<file path="config.mk">
export PLATFORM = sky130hd
export DESIGN_NAME = spi_rx_control
export DESIGN_NICKNAME = d
export VERILOG_FILES = /design/src/rtl/spi_pkg.sv /design/src/rtl/spi_rx_sync.sv /design/src/rtl/spi_rx_control.sv
export SDC_FILE = /design/constraint.sdc
export NUM_CORES = 1
export LEC_CHECK = 0
export BUFFER_PORTS_ARGS = -buffer_cell sky130_fd_sc_hd__buf_2
export CAP_MARGIN = 30
export CORE_MARGIN = 2
export CORE_UTILIZATION = 54
export DETAILED_ROUTE_END_ITERATION = 7
export PLACE_DENSITY = 0.76
export RECOVER_POWER = 25
export SLEW_MARGIN = 5
export SYNTH_ARGS = -nofsm -noshare
export SYNTH_HDL_FRONTEND = slang
export SYNTH_SLANG_ARGS = --single-unit
</file>
<file path="constraint.sdc">
create_clock -name clock -period 2 [get_ports clock]
set_clock_uncertainty 0.2 [all_clocks]
set_input_delay 0.4 -clock clock [delete_from_list [all_inputs] [get_ports clock]]
set_output_delay 0.4 -clock clock [all_outputs]
set_load 0.01 [all_outputs]
</file>
<file path="src/rtl/spi_pkg.sv">
// Constants shared by the SPI transmit and receive controllers.
package spi_pkg;

  localparam int SPI_DATA_WIDTH   = 8;
  localparam int SPI_SYNC_STAGES  = 2;
  localparam int SPI_IDLE_TIMEOUT = 32;
  localparam int SYS_CLK_HZ       = 100_000_000;
  localparam int SPI_CLK_MAX_HZ   = 10_000_000;

  // Two-state view of the receiver, decoded from the bit counter.
  typedef enum logic {
    RX_IDLE  = 1'b0,  // bit_cnt == 0, no partial word
    RX_SHIFT = 1'b1   // bit_cnt != 0, partial word in progress
  } rx_state_e;

endpackage

</file>
<file path="src/rtl/spi_rx_sync.sv">
// Synchronizes the asynchronous SPI clock and data into the system clock
// domain and detects rising edges of the synchronized SPI clock.
// Both chains have the same depth so data stays aligned with its clock.
// SYNC_STAGES must be at least 2.
module spi_rx_sync
  import spi_pkg::*;
#(
  parameter int SYNC_STAGES = SPI_SYNC_STAGES
) (
  input  logic clock,
  input  logic reset_n,
  input  logic spi_clock_i,
  input  logic spi_data_i,
  output logic sclk_rise_o,
  output logic data_o
);

  logic [SYNC_STAGES-1:0] sclk_sync_q;
  logic [SYNC_STAGES-1:0] data_sync_q;
  logic                   sclk_prev_q;

  // Synchronizer chains plus the previous-sclk flop for edge detection.
  always_ff @(posedge clock) begin
    if (!reset_n) begin
      sclk_sync_q <= '0;
      data_sync_q <= '0;
      sclk_prev_q <= 1'b0;
    end else begin
      // NOTE: non-blocking assignments make every stage sample the old value
      // of its predecessor, so the chain really is SYNC_STAGES flops deep.
      sclk_sync_q <= {sclk_sync_q[SYNC_STAGES-2:0], spi_clock_i};
      data_sync_q <= {data_sync_q[SYNC_STAGES-2:0], spi_data_i};
      sclk_prev_q <= sclk_sync_q[SYNC_STAGES-1];
    end
  end

  assign sclk_rise_o = sclk_sync_q[SYNC_STAGES-1] & ~sclk_prev_q;
  assign data_o      = data_sync_q[SYNC_STAGES-1];

endmodule

</file>
<file path="src/rtl/spi_rx_control.sv">
// SPI receiver: assembles MSB-first words from the synchronized SPI stream,
// hands them downstream through a valid/ready holding register, flags
// dropped words (overrun) and discards stalled partial words (frame error).
module spi_rx_control
  import spi_pkg::*;
#(
  parameter int DATA_WIDTH   = SPI_DATA_WIDTH,
  parameter int SYNC_STAGES  = SPI_SYNC_STAGES,
  parameter int IDLE_TIMEOUT = SPI_IDLE_TIMEOUT
) (
  input  logic                  clock,
  input  logic                  reset_n,
  input  logic                  spi_clock,
  input  logic                  spi_data_in,
  input  logic                  rx_ready,
  input  logic                  rx_overrun_clr,
  output logic [DATA_WIDTH-1:0] rx_data,
  output logic                  rx_valid,
  output logic                  rx_overrun,
  output logic                  rx_busy,
  output logic                  frame_error
);

  localparam int CNT_W  = (DATA_WIDTH > 2) ? $clog2(DATA_WIDTH) : 1;
  localparam int IDLE_W = (IDLE_TIMEOUT > 2) ? $clog2(IDLE_TIMEOUT) : 1;
  localparam logic [CNT_W-1:0]  LAST_BIT   = CNT_W'(DATA_WIDTH - 1);
  localparam logic [IDLE_W-1:0] IDLE_LIMIT = IDLE_W'(IDLE_TIMEOUT - 1);

  logic                  sclk_rise;
  logic                  sdata;
  rx_state_e             state;
  logic                  word_done;
  logic                  consume;
  logic                  timeout;
  logic [DATA_WIDTH-1:0] shift_q,       shift_d;
  logic [CNT_W-1:0]      bit_cnt_q,     bit_cnt_d;
  logic [IDLE_W-1:0]     idle_q,        idle_d;
  logic [DATA_WIDTH-1:0] rx_data_q,     rx_data_d;
  logic                  rx_valid_q,    rx_valid_d;
  logic                  rx_overrun_q,  rx_overrun_d;
  logic                  rx_busy_q,     rx_busy_d;
  logic                  frame_error_q, frame_error_d;

  spi_rx_sync #(
    .SYNC_STAGES(SYNC_STAGES)
  ) u_sync (
    .clock      (clock),
    .reset_n    (reset_n),
    .spi_clock_i(spi_clock),
    .spi_data_i (spi_data_in),
    .sclk_rise_o(sclk_rise),
    .data_o     (sdata)
  );

  // Next-state logic: shifting, idle timeout and the output handshake.
  always_comb begin
    // NOTE: every target gets its hold value first, so no path through the
    // branches below can leave one unassigned and infer a latch.
    shift_d       = shift_q;
    bit_cnt_d     = bit_cnt_q;
    idle_d        = idle_q;
    rx_data_d     = rx_data_q;
    rx_valid_d    = rx_valid_q;
    rx_overrun_d  = rx_overrun_q;
    frame_error_d = 1'b0;

    state     = (bit_cnt_q == '0) ? RX_IDLE : RX_SHIFT;
    word_done = sclk_rise && (bit_cnt_q == LAST_BIT);
    consume   = rx_valid_q && rx_ready;
    timeout   = !sclk_rise && (state == RX_SHIFT) && (idle_q == IDLE_LIMIT);

    // Bit assembly and idle supervision of a partial word.
    if (sclk_rise) begin
      shift_d   = {shift_q[DATA_WIDTH-2:0], sdata};
      bit_cnt_d = word_done ? '0 : bit_cnt_q + 1'b1;
      idle_d    = '0;
    end else if (timeout) begin
      shift_d       = '0;
      bit_cnt_d     = '0;
      idle_d        = '0;
      frame_error_d = 1'b1;
    end else if (state == RX_IDLE) begin
      idle_d = '0;
    end else begin
      idle_d = idle_q + 1'b1;
    end

    // Holding register: a consume frees the slot, a completion on the same
    // edge refills it; a completion into an occupied slot is dropped.
    if (consume) begin
      rx_valid_d = 1'b0;
    end
    if (word_done) begin
      if (!rx_valid_q || consume) begin
        rx_data_d  = {shift_q[DATA_WIDTH-2:0], sdata};
        rx_valid_d = 1'b1;
      end else begin
        rx_overrun_d = 1'b1;
      end
    end

    // A new overrun on the clearing edge wins over the clear.
    if (rx_overrun_clr && !(word_done && rx_valid_q && !consume)) begin
      rx_overrun_d = 1'b0;
    end

    rx_busy_d = (bit_cnt_d != '0);
  end

  // State registers with synchronous active-low reset.
  always_ff @(posedge clock) begin
    if (!reset_n) begin
      shift_q       <= '0;
      bit_cnt_q     <= '0;
      idle_q        <= '0;
      rx_data_q     <= '0;
      rx_valid_q    <= 1'b0;
      rx_overrun_q  <= 1'b0;
      rx_busy_q     <= 1'b0;
      frame_error_q <= 1'b0;
    end else begin
      shift_q       <= shift_d;
      bit_cnt_q     <= bit_cnt_d;
      idle_q        <= idle_d;
      rx_data_q     <= rx_data_d;
      rx_valid_q    <= rx_valid_d;
      rx_overrun_q  <= rx_overrun_d;
      rx_busy_q     <= rx_busy_d;
      frame_error_q <= frame_error_d;
    end
  end

  assign rx_data     = rx_data_q;
  assign rx_valid    = rx_valid_q;
  assign rx_overrun  = rx_overrun_q;
  assign rx_busy     = rx_busy_q;
  assign frame_error = frame_error_q;

endmodule

</file>
[Yosys cells after proc, flatten, opt, wreduce, memory -nomap -nowiden]
Cells that the tools add are included.
Storage, ports and cells
  output and inout bits: 12
  input port bits: 6
  register bits: 32
  word-level logic and storage cells: 49
Cells by class
  reductions and logical operators: 20
  muxes and demuxes: 10
  equality and inequality tests: 2
  bitwise logic cells: 4
  add/subtract/negate cells: 2
Operators with widths (count)
  $mux 7: 2
  $mux 3: 3
  $logic_and 1x1->1: 7
  $add 5x1->5 const B: 1
  $eq 5x5->1 const B: 1
  $mux 1: 5
  $logic_not 1->1: 4
  $reduce_and 2->1: 2
  $reduce_or 2->1: 2
  $reduce_or 4->1: 1
  $add 3x1->3 const B: 1
  $eq 3x3->1 const B: 1
  $logic_not 3->1: 1
  $not 1->1: 3
  $reduce_bool 3->1: 1
  $reduce_bool 2->1: 1
  $and 1x1->1: 1
  $logic_or 1x1->1: 1

[Depth between registers and ports, before layout]
  depth after elaboration: 8
  gate-level depth with buffers: 7
  mapped depth without buffers: 6

[By module]
A second synthesis with hierarchy kept.
Second synthesis, totals
  cells, all modules: 114
  area total of the unflattened synthesis: 1276.2 µm²
By module, submodules not included
  spi_rx_control: seq. area each 540.5 µm², cells an instance 103, times used 1, area each 1138.6 µm²
  spi_rx_sync: seq. area each 100.1 µm², cells an instance 11, times used 1, area each 137.6 µm²

[Least setup slack after synthesis]
OpenSTA, ideal clock, no wires.
  path type: reg-to-reg
  start point: register idle_q[0]
  end point: register rx_busy_q (netlist: rx_busy)
  setup time: 81 ps
  data arrival time: 1521 ps
  cell stages (with the launch flop): 8
  data required time: 1719 ps
  path buffers: 1
  period minus slack after synthesis: 1802 ps
  path slack: 198 ps
  cells stage by stage: dfxtp_1 > ha_1 > and3_1 > ha_1 > inv_2 > clkbuf_1 > o211ai_1 > a41oi_1
On the way
  longest elaborated chain between the ends: 5
Ends and longest elaborated chain
  from (decl): RTL line spi_rx_control.sv:37  | logic [IDLE_W-1:0] idle_q, idle_d;
  from (signal assigned): RTL line spi_rx_control.sv:124  | idle_q <= idle_d;
  $eq 5x5->1: RTL line spi_rx_control.sv:70  | timeout = !sclk_rise && (state == RX_SHIFT) && (idle_q == IDLE_LIMIT);
  $logic_and 1x1->1: RTL line spi_rx_control.sv:70
  $mux 3: RTL line spi_rx_control.sv:77  | end else if (timeout) begin
  $mux 3: RTL line spi_rx_control.sv:73  | if (sclk_rise) begin
  $reduce_bool 3->1: RTL line spi_rx_control.sv:107  | rx_busy_d = (bit_cnt_d != '0);
  to (signal assigned): RTL line spi_rx_control.sv:128  | rx_busy_q <= rx_busy_d;
  to (decl): RTL line spi_rx_control.sv:41  | logic rx_busy_q, rx_busy_d;
Every way passes these cells.
A chain may end at the register's enable or synchronous reset.

[Worst setup path in the final report]
  start point: register idle_q[0]
  end point: register idle_q[2]
On the way
  longest elaborated chain between the ends: 3
  elaborated cells on any way between the ends: 4
  classes of those cells: add/sub: 1; eq/ne: 1; reduce/logical: 2
Ends and longest elaborated chain
  branches (longest 3 deep; another with $add 5x1->5)
Several ways; the timed one is not identified.

==> qor.yml <==
io_pins: 18
hold_path.class: "in -> reg"
synth.most_common_cell: "dfxtp_1"
yosys-top-cells-area: "dfxtp_1, a21oi_1, o211ai_1, ha_1, nand3_1"
postSynthCellCount: 135
wl_um: 2420
cp_cell_sequence: "ha_1 -> and3_1 -> ha_1 -> or4_4 -> nor2_1"
cts_root_buffer: "clkbuf_4"
num-nets-final: 163
start_util_pct: 56.4
via_count: 1032
worstPathArrival_ps: 1960
syn_to_final_growth_pct: 13.8
netlist_area_um2: 1240
critPathCapture: "idle_q[2]$_SDFF_PP0_"
endpoint_kind: "flip-flop"
path_clk_slew_ps: 100
yosysSeqAreaShare_pct: 51.8
stdcell_count: 181
crit_top_cell: "ha_1"
worstSkewPairLatency_ps: 320
path_delay_family: "simple AND/OR/NAND/NOR gates"
hold_buffers: 0
worst_pin_slew_ps: 652
synth_flop_cell: "dfxtp_1"
synth_top_area_cell: "dfxtp_1"
synth_async_sr_flop_share_pct: 0
fin_crit_sh_pct: 95.3
fin_area_um2: 1410
dieArea_um2: 2690
yosysWarnings: 0
synth_cell_types: 27
syn_avg_cell_area_um2: 9.16
htreeDepth: 2
gp_congestion: 0.777
rsz0062_at_grt: "false"
crit_fanout: 3
die_x_um: 51.8
syn_nets: 146
drt_iter0_drc: 14
fmax_mhz: 524
clockBufferDepth: 2
r2r_slack_ps: 90
rows: 17
gr-total-overflow: 0
max_stage_delay_ps: 550
period_needed_ps: 1910
synth.top_cell.area_share_pct: 51.8
wl_per_cell_um: 13.4
leakagePower_nw: 0.526
track_usage_pct: 20.7
cap_viol_max_count: 0
die_height_um: 51.8
ys_top_cells_by_count: "dfxtp_1, a21oi_1, nand2_1, nand3_1, o211ai_1"
setup_viol: 0
slew_headroom_pct: 56.5
drive_above_1_share_pct: 15.7
setup_tns_ps: 0
antenna_cells: 0
path_class: "reg -> reg"
grt_pass1_wl_um: 4130
cp-start-kind: "flip-flop"
core_um2: 2190
place_area_um2: 1330
dp_hpwl_um: 1700
firstDrtPassIters: 4
reg2regPathDepth: 5
status: "finished, final reports clean"
place_inst: 173
cts_tree: "done"
avgViaCountPerCell: 5.70
numCtsBuffers: 5
crit_path_top_delay_cell: "or4_4"
cp.depth: 5
r2r-end: "idle_q[2]$_SDFF_PP0_"
synth_edf_count: 0
ant_nets: 0
startpoint: "idle_q[0]$_SDFF_PP0_"
final-hold-violation-count: 0
clock-sinks: 32
path_buf_inv: 0
io_buffer_count: 17
max-vdd-ir-drop_mv: 0.603
drc: 0
critPathRequiredTime_ps: 2050
ys_ff_latch: 32
grt_pass1_vias: 968
maxSlewViolCount: 0
grt_max_degree: 23
power_density_nw_per_um2: 831
r2r-start: "idle_q[0]$_SDFF_PP0_"
antenna_found_initial: 0
state kept, by name, summed over array words and instances, names as in the netlist, 2 cells and up:
register            flops
u_sync.data_sync_q      2
idle_q                  5
bit_cnt_q               3
u_sync.sclk_sync_q      2
shift_q                 7
rx_data                 8
worst min path at each step:
stage,startpoint,to,slack [ps],depth (start not counted)
after floorplan,u_sync.data_sync_q[0]$_SDFF_PN0_,u_sync.data_sync_q[1]$_SDFF_PN0_,210,1
after global placement,u_sync.sclk_sync_q[0]$_SDFF_PN0_,u_sync.sclk_sync_q[1]$_SDFF_PN0_,220,1
after detailed placement,u_sync.data_sync_q[0]$_SDFF_PN0_,u_sync.data_sync_q[1]$_SDFF_PN0_,230,1
after CTS,spi_clock,u_sync.sclk_sync_q[0]$_SDFF_PN0_,80,2
after global routing,spi_clock,u_sync.sclk_sync_q[0]$_SDFF_PN0_,70,2
final,spi_clock,u_sync.sclk_sync_q[0]$_SDFF_PN0_,80,2
cells in the final DEF (no fill, tap or decap):
| master | count |
|---|---|
| a21oi_1 | 19 |
| a31oi_1 | 1 |
| a41oi_1 | 1 |
| and2_0 | 4 |
| and2_1 | 3 |
| and3_1 | 1 |
| and3b_1 | 1 |
| buf_2 | 10 |
| buf_4 | 2 |
| bufinv_16 | 1 |
| clkbuf_1 | 7 |
| clkbuf_4 | 5 |
| clkinv_2 | 1 |
| clkinvlp_4 | 1 |
| dfxtp_1 | 32 |
| ha_1 | 5 |
| inv_1 | 2 |
| inv_2 | 2 |
| nand2_1 | 9 |
| nand2b_1 | 2 |
| nand3_1 | 9 |
| nand3b_1 | 1 |
| nor2_1 | 6 |
| nor2b_1 | 3 |
| nor2b_2 | 1 |
| nor4_1 | 2 |
| nor4bb_1 | 1 |
| o211ai_1 | 9 |
| o21ai_0 | 1 |
| o21ai_1 | 8 |
| or4_4 | 1 |
| xnor2_1 | 1 |
| xor2_1 | 1 |
timing repair:
action / in CTS / in global routing
endpoints found under the setup margin: 0 / 2
resized for setup: 0 / 1
buffers inserted: 0 / 0
kinds of logic (layout without fill, tap and decap cells):
kind of cell	Yosys count	after routing	share of synthesized area, %
AOI/OAI and AO/OA	39	39	18.0
xor gates and xnor gates	2	2	1.42
adders and majority gates	5	5	5.06
buffers and inverters	13	31	4.35
DFF	32	32	51.8
and+or+nand+nor	44	44	19.3
metal layers:
metal  vias to the layer above  track usage [%]  routed length [um]
met2                        19             34.6                1270
met1                       505             23.9                1050
met3                         2             7.76                  87
met5                         -                0                   0
met4                         0             7.89                  10
li1                        506                -                   -
metrics by stage:
| stage | total power, mW | utilization, % | worst slack [ps] | hold WS, ps |
|---|---|---|---|---|
| 2_1_floorplan | 0.691 | - | 198 | 212 |
| 3_3_place_gp | 0.702 | 60.8 | 183 | 220 |
| 3_5_place_dp | 0.706 | 60.8 | 77.5 | 228 |
| 4_1_cts | 1.17 | 64.5 | 45.9 | 77.3 |
| 5_1_grt | 1.22 | 64.2 | 29.2 | 72.3 |
| 6_report | 1.17 | 64.2 | 93.3 | 84.7 |
worst reg2reg max path: stages, from the launching register on:
cell	delay (ps)
dfxtp_1	340
ha_1	220
and3_1	200
ha_1	220
or4_4	550
nor2_1	120
power breakdown:
group | leakage, nW | switching [mW] | internal, mW
combinational | 0.226 | 0.0264 | 0.0150
sequential | 0.259 | 0.00525 | 0.645
clock | 0.0412 | 0.217 | 0.261
area by class of cell:
cell class	instances	area, um^2
Fill cell	192	785
Sequential cell	32	641
Multi-Input combinational cell	90	544
Timing Repair Buffer	19	91.3
Clock inverter	3	42.5
Clock buffer	5	37.5
Tap cell	28	35.0
Inverter	4	15.0
No activity file was read; power rests on OpenSTA's default activity.
